===== config.mk =====
export PLATFORM = sky130hd
export DESIGN_NAME = if_fetch_unit
export DESIGN_NICKNAME = d
export VERILOG_FILES = /design/src/rtl/if_pkg.sv /design/src/rtl/pc_reg.sv /design/src/rtl/if_fetch_unit.sv
export SDC_FILE = /design/constraint.sdc
export NUM_CORES = 1
export LEC_CHECK = 0
export ABC_AREA = 1
export BUFFER_PORTS_ARGS = -buffer_cell sky130_fd_sc_hd__clkbuf_2
export CELL_PAD_IN_SITES_DETAIL_PLACEMENT = 0
export CELL_PAD_IN_SITES_GLOBAL_PLACEMENT = 2
export CORE_MARGIN = 1
export CORE_UTILIZATION = 29
export DETAILED_ROUTE_END_ITERATION = 16
export PLACE_DENSITY_LB_ADDON = 0.12
export SETUP_SLACK_MARGIN = 0.1
export SYNTH_ARGS = -nofsm -noshare
export SYNTH_HDL_FRONTEND = slang
export SYNTH_SLANG_ARGS = --single-unit

===== constraint.sdc =====
create_clock -name clk -period 4.44 [get_ports clk]
set_input_delay 0.222 -clock clk [delete_from_list [all_inputs] [get_ports clk]]
set_output_delay 0.222 -clock clk [all_outputs]
set_load 0.005 [all_outputs]

===== src/rtl/if_pkg.sv =====
// Shared types and constants for the instruction-fetch stage.
package if_pkg;

    typedef enum logic [1:0] {
        IDLE    = 2'd0,
        FETCH   = 2'd1,
        READY   = 2'd2,
        DISCARD = 2'd3
    } fetch_state_t;

    localparam logic [31:0] BUBBLE_INSN = 32'h0000_0000;
    localparam logic [3:0]  WB_SEL_WORD = 4'b1111;

endpackage


===== src/rtl/pc_reg.sv =====
// Program counter register.
//   clk, reset : clock, asynchronous active-high reset (pc <= RESET_VAL)
//   load       : load load_val (highest priority)
//   inc        : advance pc by one word, wrapping at 2^ADDR_WIDTH
//   pc         : current program counter
module pc_reg #(
    parameter int unsigned           ADDR_WIDTH = 32,
    parameter logic [ADDR_WIDTH-1:0] RESET_VAL  = 32'h8000_0000
) (
    input  logic                  clk,
    input  logic                  reset,
    input  logic                  load,
    input  logic [ADDR_WIDTH-1:0] load_val,
    input  logic                  inc,
    output logic [ADDR_WIDTH-1:0] pc
);

    localparam logic [ADDR_WIDTH-1:0] WORD_STEP = ADDR_WIDTH'(4);

    always_ff @(posedge clk or posedge reset) begin
        if (reset) begin
            pc <= RESET_VAL;
        end else if (load) begin
            pc <= load_val;
        end else if (inc) begin
            pc <= pc + WORD_STEP;
        end
    end

endmodule


===== src/rtl/if_fetch_unit.sv =====
// Instruction-fetch stage: owns the PC and fetches one instruction per
// request over a classic Wishbone read-only master.
//   clk, reset        : clock, asynchronous active-high reset
//   wbm_*             : Wishbone classic master (cyc/stb/adr/sel/we out, ack/dat in)
//   stall_i           : presented instruction is not consumed this cycle
//   redirect_i/_pc_i  : taken branch/jump, refetch from word-aligned target
//   if_pc             : PC of presented instruction
//   if_instruction    : presented instruction, bubble when not valid
//   if_valid          : if_pc/if_instruction hold a fetched, undiscarded instruction
module if_fetch_unit
    import if_pkg::*;
#(
    parameter int unsigned           ADDR_WIDTH = 32,
    parameter int unsigned           DATA_WIDTH = 32,
    parameter logic [ADDR_WIDTH-1:0] PC_ADDR    = 32'h8000_0000
) (
    input  logic                  clk,
    input  logic                  reset,
    output logic                  wbm_cyc_o,
    output logic                  wbm_stb_o,
    input  logic                  wbm_ack_i,
    output logic [ADDR_WIDTH-1:0] wbm_adr_o,
    input  logic [DATA_WIDTH-1:0] wbm_dat_i,
    output logic [3:0]            wbm_sel_o,
    output logic                  wbm_we_o,
    input  logic                  stall_i,
    input  logic                  redirect_i,
    input  logic [ADDR_WIDTH-1:0] redirect_pc_i,
    output logic [ADDR_WIDTH-1:0] if_pc,
    output logic [DATA_WIDTH-1:0] if_instruction,
    output logic                  if_valid
);

    localparam logic [ADDR_WIDTH-1:0] ALIGN_MASK = ~ADDR_WIDTH'(3);
    localparam logic [DATA_WIDTH-1:0] BUBBLE     = DATA_WIDTH'(BUBBLE_INSN);

    fetch_state_t          state;
    logic                  cyc;
    logic                  redirect_pending;
    logic [ADDR_WIDTH-1:0] pending_pc;
    logic [ADDR_WIDTH-1:0] pc;
    logic [ADDR_WIDTH-1:0] redirect_tgt;
    logic                  pc_load;
    logic [ADDR_WIDTH-1:0] pc_load_val;
    logic                  pc_inc;

    assign redirect_tgt = redirect_pc_i & ALIGN_MASK;

    assign wbm_cyc_o = cyc;
    assign wbm_stb_o = cyc;
    assign wbm_adr_o = pc;
    assign wbm_sel_o = WB_SEL_WORD;
    assign wbm_we_o  = 1'b0;

    // PC update selection; a redirect arriving on the ack cycle beats an older pending one.
    always_comb begin
        pc_load     = 1'b0;
        pc_load_val = redirect_tgt;
        pc_inc      = 1'b0;
        unique case (state)
            IDLE, DISCARD: begin
                pc_load = redirect_i;
            end
            FETCH: begin
                if (wbm_ack_i) begin
                    if (redirect_i) begin
                        pc_load = 1'b1;
                    end else if (redirect_pending) begin
                        pc_load     = 1'b1;
                        pc_load_val = pending_pc;
                    end
                end
            end
            READY: begin
                if (redirect_i) begin
                    pc_load = 1'b1;
                end else if (!stall_i) begin
                    pc_inc = 1'b1;
                end
            end
            default: ;
        endcase
    end

    pc_reg #(
        .ADDR_WIDTH (ADDR_WIDTH),
        .RESET_VAL  (PC_ADDR)
    ) u_pc_reg (
        .clk      (clk),
        .reset    (reset),
        .load     (pc_load),
        .load_val (pc_load_val),
        .inc      (pc_inc),
        .pc       (pc)
    );

    // Fetch FSM with registered bus strobe and IF/ID-facing outputs.
    always_ff @(posedge clk or posedge reset) begin
        if (reset) begin
            state            <= IDLE;
            cyc              <= 1'b0;
            redirect_pending <= 1'b0;
            pending_pc       <= PC_ADDR;
            if_pc            <= PC_ADDR;
            if_instruction   <= BUBBLE;
            if_valid         <= 1'b0;
        end else begin
            unique case (state)
                IDLE, DISCARD: begin
                    state <= FETCH;
                    cyc   <= 1'b1;
                end
                FETCH: begin
                    if (wbm_ack_i) begin
                        cyc              <= 1'b0;
                        redirect_pending <= 1'b0;
                        // Data fetched under a stale PC is dropped.
                        if (redirect_i || redirect_pending) begin
                            state <= DISCARD;
                        end else begin
                            state          <= READY;
                            if_pc          <= pc;
                            if_instruction <= wbm_dat_i;
                            if_valid       <= 1'b1;
                        end
                    end else if (redirect_i) begin
                        // Classic cycles cannot be aborted; remember the target.
                        redirect_pending <= 1'b1;
                        pending_pc       <= redirect_tgt;
                    end
                end
                READY: begin
                    if (redirect_i || !stall_i) begin
                        state          <= FETCH;
                        cyc            <= 1'b1;
                        if_valid       <= 1'b0;
                        if_instruction <= BUBBLE;
                    end
                end
                default: begin
                    state <= IDLE;
                    cyc   <= 1'b0;
                end
            endcase
        end
    end

endmodule

==> impl_metrics.ini, run 1 <==
[die]
die_h_um = 151.3
initial_utilization = 0.2961
die_w_um = 151.3
coreArea_mm2 = 0.02182
row_count = 54
floorplan.die_area_mm2 = 0.02288
floorplan.io_pins = 173

[clocking]
ctsHoldBuffers = 0
cts_inserted_buffers = 17
clk_latency_ps = 420
ctsHtreeMaxLevel = 4
ctsLongestPathBuffers = 2
clock_tree.root_cell = clkbuf_16
clk_pin_slew_worst_paths_ps = 60
cts_tree = done
post_cts_resized = 0
clock_sink_count = 127
postCtsSetupRepairBufs = 0

[placement]
post-dp-hpwl_um = 14870
dpl-instance-area_mm2 = 0.007527
place.gp.congestion = 0.7847
io_buffers = 161

[global_routing]
grt-ovfl-total = 0
grt_first_pass_wirelength_um = 31750
first_global_vias = 5428
grtUsageTotal = 0.1867
grt_antenna_before_repair = 0
grt_max_degree = 74

[drt]
antenna_violating_nets_post_route = 0
totalWireLength_um = 20690
detailedRoute.firstPassIterationCount = 5
route.detailed.drc = 0
vias_per_cell = 4.520
num_vias = 5907
drt_iter0_drc = 235
wl_per_cell_um = 15.83

[worst_setup_path]
critical_path.reg2reg.endpoint = if_instruction[16]
reg2reg_from = state[1]
cp-start-kind = register
reg2reg_setup_slack_ps = 2090
cell_with_the_most_instances_on_the_worst_path = buf_4
worst_r2r_path_depth = 8
timing.setup.critical_path_class = reg -> reg
critical_path_peak_fanout = 40
cp-end-kind = register
critPathRequiredTime_ps = 4750
crit_chain = nor2_4, inv_2, nor3_4, buf_4, nand2_2, buf_4, nand3_1, nand2_1
timing.critical_path.max_delay_family = simple AND/OR/NAND/NOR gates
arrival_ps = 2650
cpMaxStageDelayCell = nand2_2
cp.buffers_inverters = 3
worst_path_largest_cell_delay_ps = 520

[cells_and_area]
final_net_count = 1085
final_cell_area_mm2 = 0.008098
area_delta_synth_final_pct = 25.33
largest_register = if_instruction
multiInputGateArea_mm2 = 0.002699
layout.cells.most_common_list = nand2_1 (266), clkbuf_2 (161), dfrtp_1 (124), nand3_1 (110), inv_1 (92)
layout.cells.most_common = nand2_1
drive_gt1_frac = 0.2278
insertedDiodeCount = 0
largest_register_ffs = 32
ff_latch_area_mm2 = 0.003182
fillers = 2395

[run]
drv.max_cap_violation_count = 0

[power]
leakagePower_nw = 4.344
worst_ir_drop_vdd_v = 0.0002398
power_density_mw_per_mm2 = 636.6

[logic_synthesis]
syn_inst = 861
netlist_area_mm2 = 0.006461
postSynth.asyncResetShare = 1.000
ys_seq_elements = 127
post_synth_edffs = 0
synthFlopType = dfrtp_1
ys.warnings.count = 0
yosysSeqAreaShare = 0.4924
post_synth.cell_area_avg_um2 = 7.504
synth.lib_cells_used.distinct = 33

[timing]
final_max_slew_viol_count = 0
max_freq_ghz = 0.4259
whs_ps = 2.231
timing.final.hold_violations = 0
grt_setup_unrepaired = false
finClkSkew_ps = 12.67
finalSetupViolations = 0
timing.slew.headroom = 0.2200
totalNegativeSetupSlack_ps = 0
post-route-min-period_ps = 2348
tightestPinTransition_ps = 1169
finalCritPeriodShare = 0.5289

[worst_hold_path]
hold_path_class = in -> async

[status]
outcome = finished clean
[logic make-up after synthesis]
group	after synthesis	synth area share
compound gates	109	0.09082
buf+inv	146	0.09489
fa+ha+maj	1	0.001936
mux	10	0.01743
other cells	2	0.001162
simple gates	465	0.3000
xor+xnor	1	0.001356
flops	127	0.4924
[metal layers]
| layer | part of all wire | track usage | wire (µm) | vias to the layer above |
|---|---|---|---|---|
| met5 | 0 | 0 | 0 | - |
| met4 | 0.012 | 0.05500 | 250 | 0 |
| met3 | 0.038 | 0.03133 | 791 | 16 |
| met2 | 0.44 | 0.2628 | 9025 | 126 |
| met1 | 0.51 | 0.2863 | 10620 | 2730 |
| li1 | - | - | - | 3035 |
[synthesized netlist by cell type (2+ instances only)]
master / count / area, µm²
nor2_2: 3 / 18.77
buf_2: 13 / 65.06
nand4_1: 4 / 25.02
o211ai_1: 10 / 75.07
nand3_1: 110 / 550.5
buf_4: 11 / 82.58
o21ai_0: 64 / 320.3
clkbuf_1: 24 / 90.09
dfstp_2: 3 / 78.83
inv_1: 93 / 349.1
mux2_1: 3 / 33.78
dfrtp_1: 124 / 3103
a211oi_1: 4 / 30.03
nand2_1: 266 / 998.5
nor3_1: 2 / 10.01
conb_1: 2 / 7.510
nand2_2: 4 / 25.02
a21oi_1: 27 / 135.1
inv_2: 3 / 11.26
nor2_1: 72 / 270.3
mux2_2: 7 / 78.83
[stage by stage]
step	total power (W)	instances	worst slack, ps	utilization
after global routing	0.005605	1307	1838	0.3711
after global placement	0.003822	1276	1903	0.3449
after detailed placement	0.003841	1276	1882	0.3449
final	0.005155	1307	2092	0.3711
after floorplan	0.002991	868	838.7	-
after CTS	0.005241	1307	2039	0.3711
[area by class of cell]
class,instances,share of cell area
Sequential cell,127,0.3929
Multi-Input combinational cell,595,0.3333
Timing Repair Buffer,178,0.1153
Clock buffer,17,0.05253
Inverter,96,0.04481
Tap cell,280,0.04326
Clock inverter,14,0.01792
[where the power goes]
part | switching, W | internal, W
clock | 0.000558 | 0.000822
sequential | 0.000401 | 0.00166
combinational | 0.00102 | 0.000695
total | 0.00198 | 0.00318
[worst max path at each step]
stage                     startpoint                  to  cells after the start
after floorplan                reset   if_instruction[0]                      1
after global placement     wbm_ack_i      u_pc_reg.pc[3]                      6
after detailed placement   wbm_ack_i      u_pc_reg.pc[3]                      6
after CTS                   state[1]  if_instruction[16]                      8
after global routing        state[1]           if_pc[10]                      7
final                       state[1]  if_instruction[16]                      8
No activity file was read; power rests on OpenSTA's default activity.
==> run 2, diff against run 1 <==
Clock period 4.44 ns to 2.5 ns, I/O delays scaled along.
==> run 2 against run 1 <==
- worst setup slack worse by 1600 ps
- final area up 8.3%
- largest cell class unchanged
- critical endpoint is now u_pc_reg.pc[24]
- routed wire length is 2.4% higher
==> impl_metrics.ini, run 2 (synthesis gave the netlist of run 1 again) <==
[status]
outcome = finished clean

[die]
die_w_um = 151.3
floorplan.io_pins = 173
floorplan.die_area_mm2 = 0.02288
die_h_um = 151.3
coreArea_mm2 = 0.02182
initial_utilization = 0.2961
row_count = 54

[cells_and_area]
layout.cells.most_common_list = nand2_1 (266), clkbuf_2 (161), dfrtp_1 (124), nand3_1 (110), inv_1 (92)
drive_gt1_frac = 0.2185
largest_register = if_instruction
layout.cells.most_common = nand2_1
insertedDiodeCount = 0
final_net_count = 1152
largest_register_ffs = 32
area_delta_synth_final_pct = 35.73

[timing]
finClkSkew_ps = 8.771
timing.final.hold_violations = 0
finalSetupViolations = 0
totalNegativeSetupSlack_ps = 0
final_worst_setup_slack_ps = 516.3
finalCritPeriodShare = 0.7935
tightestPinTransition_ps = 615.2
whs_ps = 15.65
max_freq_ghz = 0.5041
post-route-min-period_ps = 1984
grt_setup_unrepaired = false
timing.slew.headroom = 0.5898
final_max_slew_viol_count = 0

[worst_setup_path]
timing.critical_path.max_delay_family = simple AND/OR/NAND/NOR gates
cpMaxStageDelayCell = dfrtp_1
arrival_ps = 2300
worst_r2r_path_depth = 12
cp.buffers_inverters = 2
critPathRequiredTime_ps = 2810
timing.setup.critical_path_class = reg -> reg
reg2reg_setup_slack_ps = 520
cp-end-kind = register
crit_chain = ha_1, nand2_1, nor2_1, nand2_1, nor2_2, inv_1, nor2_2, nand2_1, nand2_1, nand2_1, nand2_1, inv_1
cell_with_the_most_instances_on_the_worst_path = nand2_1
reg2reg_from = u_pc_reg.pc[3]
worst_path_largest_cell_delay_ps = 450
critical_path_peak_fanout = 6
critical_path.reg2reg.endpoint = u_pc_reg.pc[24]
cp-start-kind = register

[power]
share_clk_of_total_power = 0.265
internal-power_w = 0.005725
power_density_mw_per_mm2 = 1057
share_seq_of_total_power = 0.396
switching_share = 0.3824
switchingPower_w = 0.003545
leakagePower_nw = 4.627
comb_power_share = 0.340
worst_ir_drop_vdd_v = 0.0004358

[drt]
antenna_violating_nets_post_route = 0
drt_iter0_drc = 288
wl_per_cell_um = 15.42
vias_per_cell = 4.445
totalWireLength_um = 21190
detailedRoute.firstPassIterationCount = 5
route.detailed.drc = 0
num_vias = 6107

[placement]
place_ws_ps = 524.6
post-dp-hpwl_um = 15170
place.gp.congestion = 0.7586
io_buffers = 161

[clocking]
cts_tree = done
clk_pin_slew_worst_paths_ps = 60
cts_inserted_buffers = 17
ctsHtreeMaxLevel = 4
clk_latency_ps = 420
ctsLongestPathBuffers = 2
clock_sink_count = 127
postCtsSetupRepairBufs = 0
clock_tree.root_cell = clkbuf_16

[worst_hold_path]
min_from = redirect_pc_i[22]
hold_path_class = in -> reg
hold_end = pending_pc[22]
holdPathStages = 3

[global_routing]
grt_first_pass_wirelength_um = 32120
grt_max_degree = 82
grt_antenna_before_repair = 0
grt-ovfl-total = 0
first_global_vias = 5647
grtUsageTotal = 0.1881

[run]
drv.max_cap_violation_count = 0
## run 2: cell count changes in the layout (fill, tap and decap cells not counted)
cell,before,now
inv_4,1,0
buf_4,17,21
clkinvlp_4,4,5
buf_12,0,1
dlygate4sd3_1,0,62
## run 2: stage by stage
| stage | cell area [µm²] | power (W) | std cells | utilization |
|---|---|---|---|---|
| floorplan | 6491 | 0.005312 | 868 | - |
| global placement | 7579 | 0.006811 | 1281 | 0.3473 |
| CTS | 8770 | 0.009412 | 1374 | 0.4018 |
| detailed placement | 7579 | 0.006846 | 1281 | 0.3473 |
| global route | 8770 | 0.01004 | 1374 | 0.4018 |
| finish | 8770 | 0.009270 | 1374 | 0.4018 |
## run 2: power by group through the flow
stage	sequential, W	clock (W)	combinational, W
2_1_floorplan	0.00361	0	0.00170
3_3_place_gp	0.00369	0	0.00312
3_5_place_dp	0.00371	0	0.00313
4_1_cts	0.00368	0.00251	0.00322
5_1_grt	0.00380	0.00259	0.00365
6_report	0.00367	0.00245	0.00315
## run 2: routing by layer
| metal | part of all wire | global-route usage |
|---|---|---|
| met3 | 0.038 | 0.03072 |
| met5 | 0 | 0 |
| met1 | 0.52 | 0.2893 |
| met4 | 0.0094 | 0.05100 |
| met2 | 0.43 | 0.2667 |
## run 2: how the worst max path moves through the flow
stage	from	endpoint	slack, ps	depth (start not counted)
final	u_pc_reg.pc[3]	u_pc_reg.pc[24]	520	12
after floorplan	reset	if_instruction[0]	810	1
after detailed placement	u_pc_reg.pc[3]	u_pc_reg.pc[24]	520	12
after global routing	u_pc_reg.pc[3]	u_pc_reg.pc[24]	190	12
after CTS	u_pc_reg.pc[3]	u_pc_reg.pc[24]	510	12
after global placement	u_pc_reg.pc[3]	u_pc_reg.pc[24]	520	12
## run 2: area by class of cell
cell class / count / area (µm²)
clock inverters: 14 / 145.1
inverters: 96 / 364.1
fillers: 2350 / 13050
clock buffers: 17 / 425.4
multi-input cells: 595 / 2699
well taps: 280 / 350.3
repair buffers: 245 / 1604
flip-flops and latches: 127 / 3182
## run 2: tightest hold or removal path, delay by kind of cell
| kind | cells | cell delay, ps |
|---|---|---|
| buf+inv | 2 | 170 |
| compound gates | 1 | 90 |
## run 2: what timing repair did
item | CTS | global route
endpoints found under the hold margin | 75 | 0
hold buffers | 62 | 0
gates resized for setup | 0 | 0
endpoints found under the setup margin | 0 | 0
==> run 3, diff against run 2 <==
Clock period 2.5 ns to 1.9 ns, I/O delays scaled along.
==> run 3 against run 2 <==
- fmax rose by 16%
- sequential share of layout area fell by 0.98 points
- critical endpoint is now u_pc_reg.pc[2]
- worst setup slack got worse by 320 ps
- highest routed layer unchanged
- register-to-register slack got worse by 320 ps
- final area increased by 2.8%
- count of clock-buffer cells in the layout up 5
- non-clock buffer count grew 20
- clock skew increased by 2.0 ps
- die area unchanged
- power rose by 32%
- routed wire length is 0.11% lower
==> impl_metrics.ini, run 3 (synthesis gave the netlist of run 1 again) <==
[status]
outcome = finished clean

[placement]
place.gp.congestion = 0.7989
post-dp-hpwl_um = 15320
io_buffers = 161
place_inst = 1300
place_ws_ps = 123.7

[clocking]
ctsHtreeMaxLevel = 4
clk_pin_slew_worst_paths_ps = 60
clock_sink_count = 127
clk_latency_ps = 420
ctsLongestPathBuffers = 2
clock_tree.root_cell = clkbuf_16
cts_tree = done
cts_inserted_buffers = 17

[worst_setup_path]
worst_path_largest_cell_delay_ps = 410
critPathRequiredTime_ps = 2230
timing.critical_path.max_delay_family = simple AND/OR/NAND/NOR gates
arrival_ps = 2030
cell_with_the_most_instances_on_the_worst_path = nand2_1
cp-start-kind = register
cp-end-kind = register
timing.setup.critical_path_class = reg -> reg
crit_chain = nor2_4, nand2_1, nand2_1, nand2_2, inv_4, buf_4, o211ai_1, a22oi_1
cp.buffers_inverters = 2
cpMaxStageDelayCell = dfrtp_1
critical_path_peak_fanout = 14

[timing]
grt_setup_unrepaired = true
post-route-min-period_ps = 1703
final_max_slew_viol_count = 0
finClkSkew_ps = 10.77
finalSetupViolations = 0
timing.final.hold_violations = 0
totalNegativeSetupSlack_ps = 0
max_freq_ghz = 0.5872
final_worst_setup_slack_ps = 197.1
finalCritPeriodShare = 0.8963

[die]
floorplan.die_area_mm2 = 0.02288
die_w_um = 151.3
die_h_um = 151.3
coreArea_mm2 = 0.02182
floorplan.io_pins = 173
initial_utilization = 0.2961
row_count = 54

[global_routing]
grt_max_degree = 73
grt-ovfl-total = 0
grtUsageTotal = 0.1885
grt_first_pass_wirelength_um = 32400
first_global_vias = 5867
grt_antenna_before_repair = 0

[cells_and_area]
area_delta_synth_final_pct = 39.50
final_net_count = 1172
largest_register = if_instruction
final_core_utilization = 0.4130
drive_gt1_frac = 0.2332
layout.cells.most_common = nand2_1
final_cell_count_no_fill = 1395
insertedDiodeCount = 0
largest_register_ffs = 32
layout.cells.most_common_list = nand2_1 (265), clkbuf_2 (161), dfrtp_1 (124), nand3_1 (109), inv_1 (92)

[power]
power_density_mw_per_mm2 = 1363
leakagePower_nw = 4.756
worst_ir_drop_vdd_v = 0.0005002

[drt]
drt_iter0_drc = 314
detailedRoute.firstPassIterationCount = 5
wl_per_cell_um = 15.17
detail_route.wirelength.met1_um = 10640
route.detailed.drc = 0
vias_per_cell = 4.472
antenna_violating_nets_post_route = 0
detailroute.wirelength.met3_um = 741
num_vias = 6238
wl_met2_um = 9604
highest_layer = met4
totalWireLength_um = 21160

[run]
drv.max_cap_violation_count = 0

[worst_hold_path]
hold_path_class = in -> reg
## run 3: cell types whose count changed in the layout (fill, tap and decap cells not counted), sizes merged
cell and delta:
buf +19, clkbuf +5, dlygate4sd3 +1, inv -1
clkinv -2, bufinv -1
## run 3: metrics by stage
step / hold WS, ps / cell area, µm² / power (W)
3_3_place_gp: 56.28 / 7796 / 0.009153
6_report: 100.4 / 9014 / 0.01228
4_1_cts: 65.45 / 8985 / 0.01246
5_1_grt: 136.3 / 9014 / 0.01336
3_5_place_dp: 51.37 / 7796 / 0.009205
2_1_floorplan: 226.7 / 6491 / 0.006990
## run 3: cell type report
type,instances,area [µm²]
Tap cell,280,350.3
Timing Repair Buffer,265,1836
Sequential cell,127,3182
Inverter,96,366.6
Fill cell,2339,12810
Clock buffer,22,464.2
Clock inverter,10,88.84
Multi-Input combinational cell,595,2726
## run 3: timing repair
action / 4_1_cts / 5_1_grt
resized for setup: 1 / 9
hold buffers: 63 / 0
endpoints found under the hold margin: 136 / 0
setup endpoints to repair: 1 / 40
buffers inserted: 0 / 0
pin swaps: 0 / 1
## run 3: worst min-delay path, cell delays in order
cell	delay, ps
clkbuf_2	100
inv_1	80
nor2_1	60
o21ai_0	150
## run 3: final timing paths
check	startpoint	endpoint	slack, ps	cells after the start
setup / recovery	state[1]	u_pc_reg.pc[2]	200	8
min in group asynchronous	reset	if_instruction[25]	160	3
max in group asynchronous	reset	u_pc_reg.pc[24]	1040	4
hold reg to reg	if_pc[10]	if_pc[10]	480	2
hold / removal	stall_i	state[0]	100	4
setup reg to reg	state[1]	u_pc_reg.pc[2]	200	8
## run 3: layer usage
metal	GRT usage	up-vias
met3	0.02831	12
met5	0	-
met2	0.2811	144
met1	0.2786	2873
met4	0.05400	0
li1	-	3209
## run 3: power by group
part	switching (W)	internal (W)	total [W]
Sequential	0.000895	0.00388	0.00477
Combinational	0.00253	0.00190	0.00443
Clock	0.00122	0.00186	0.00308
Total	0.00464	0.00764	0.0123
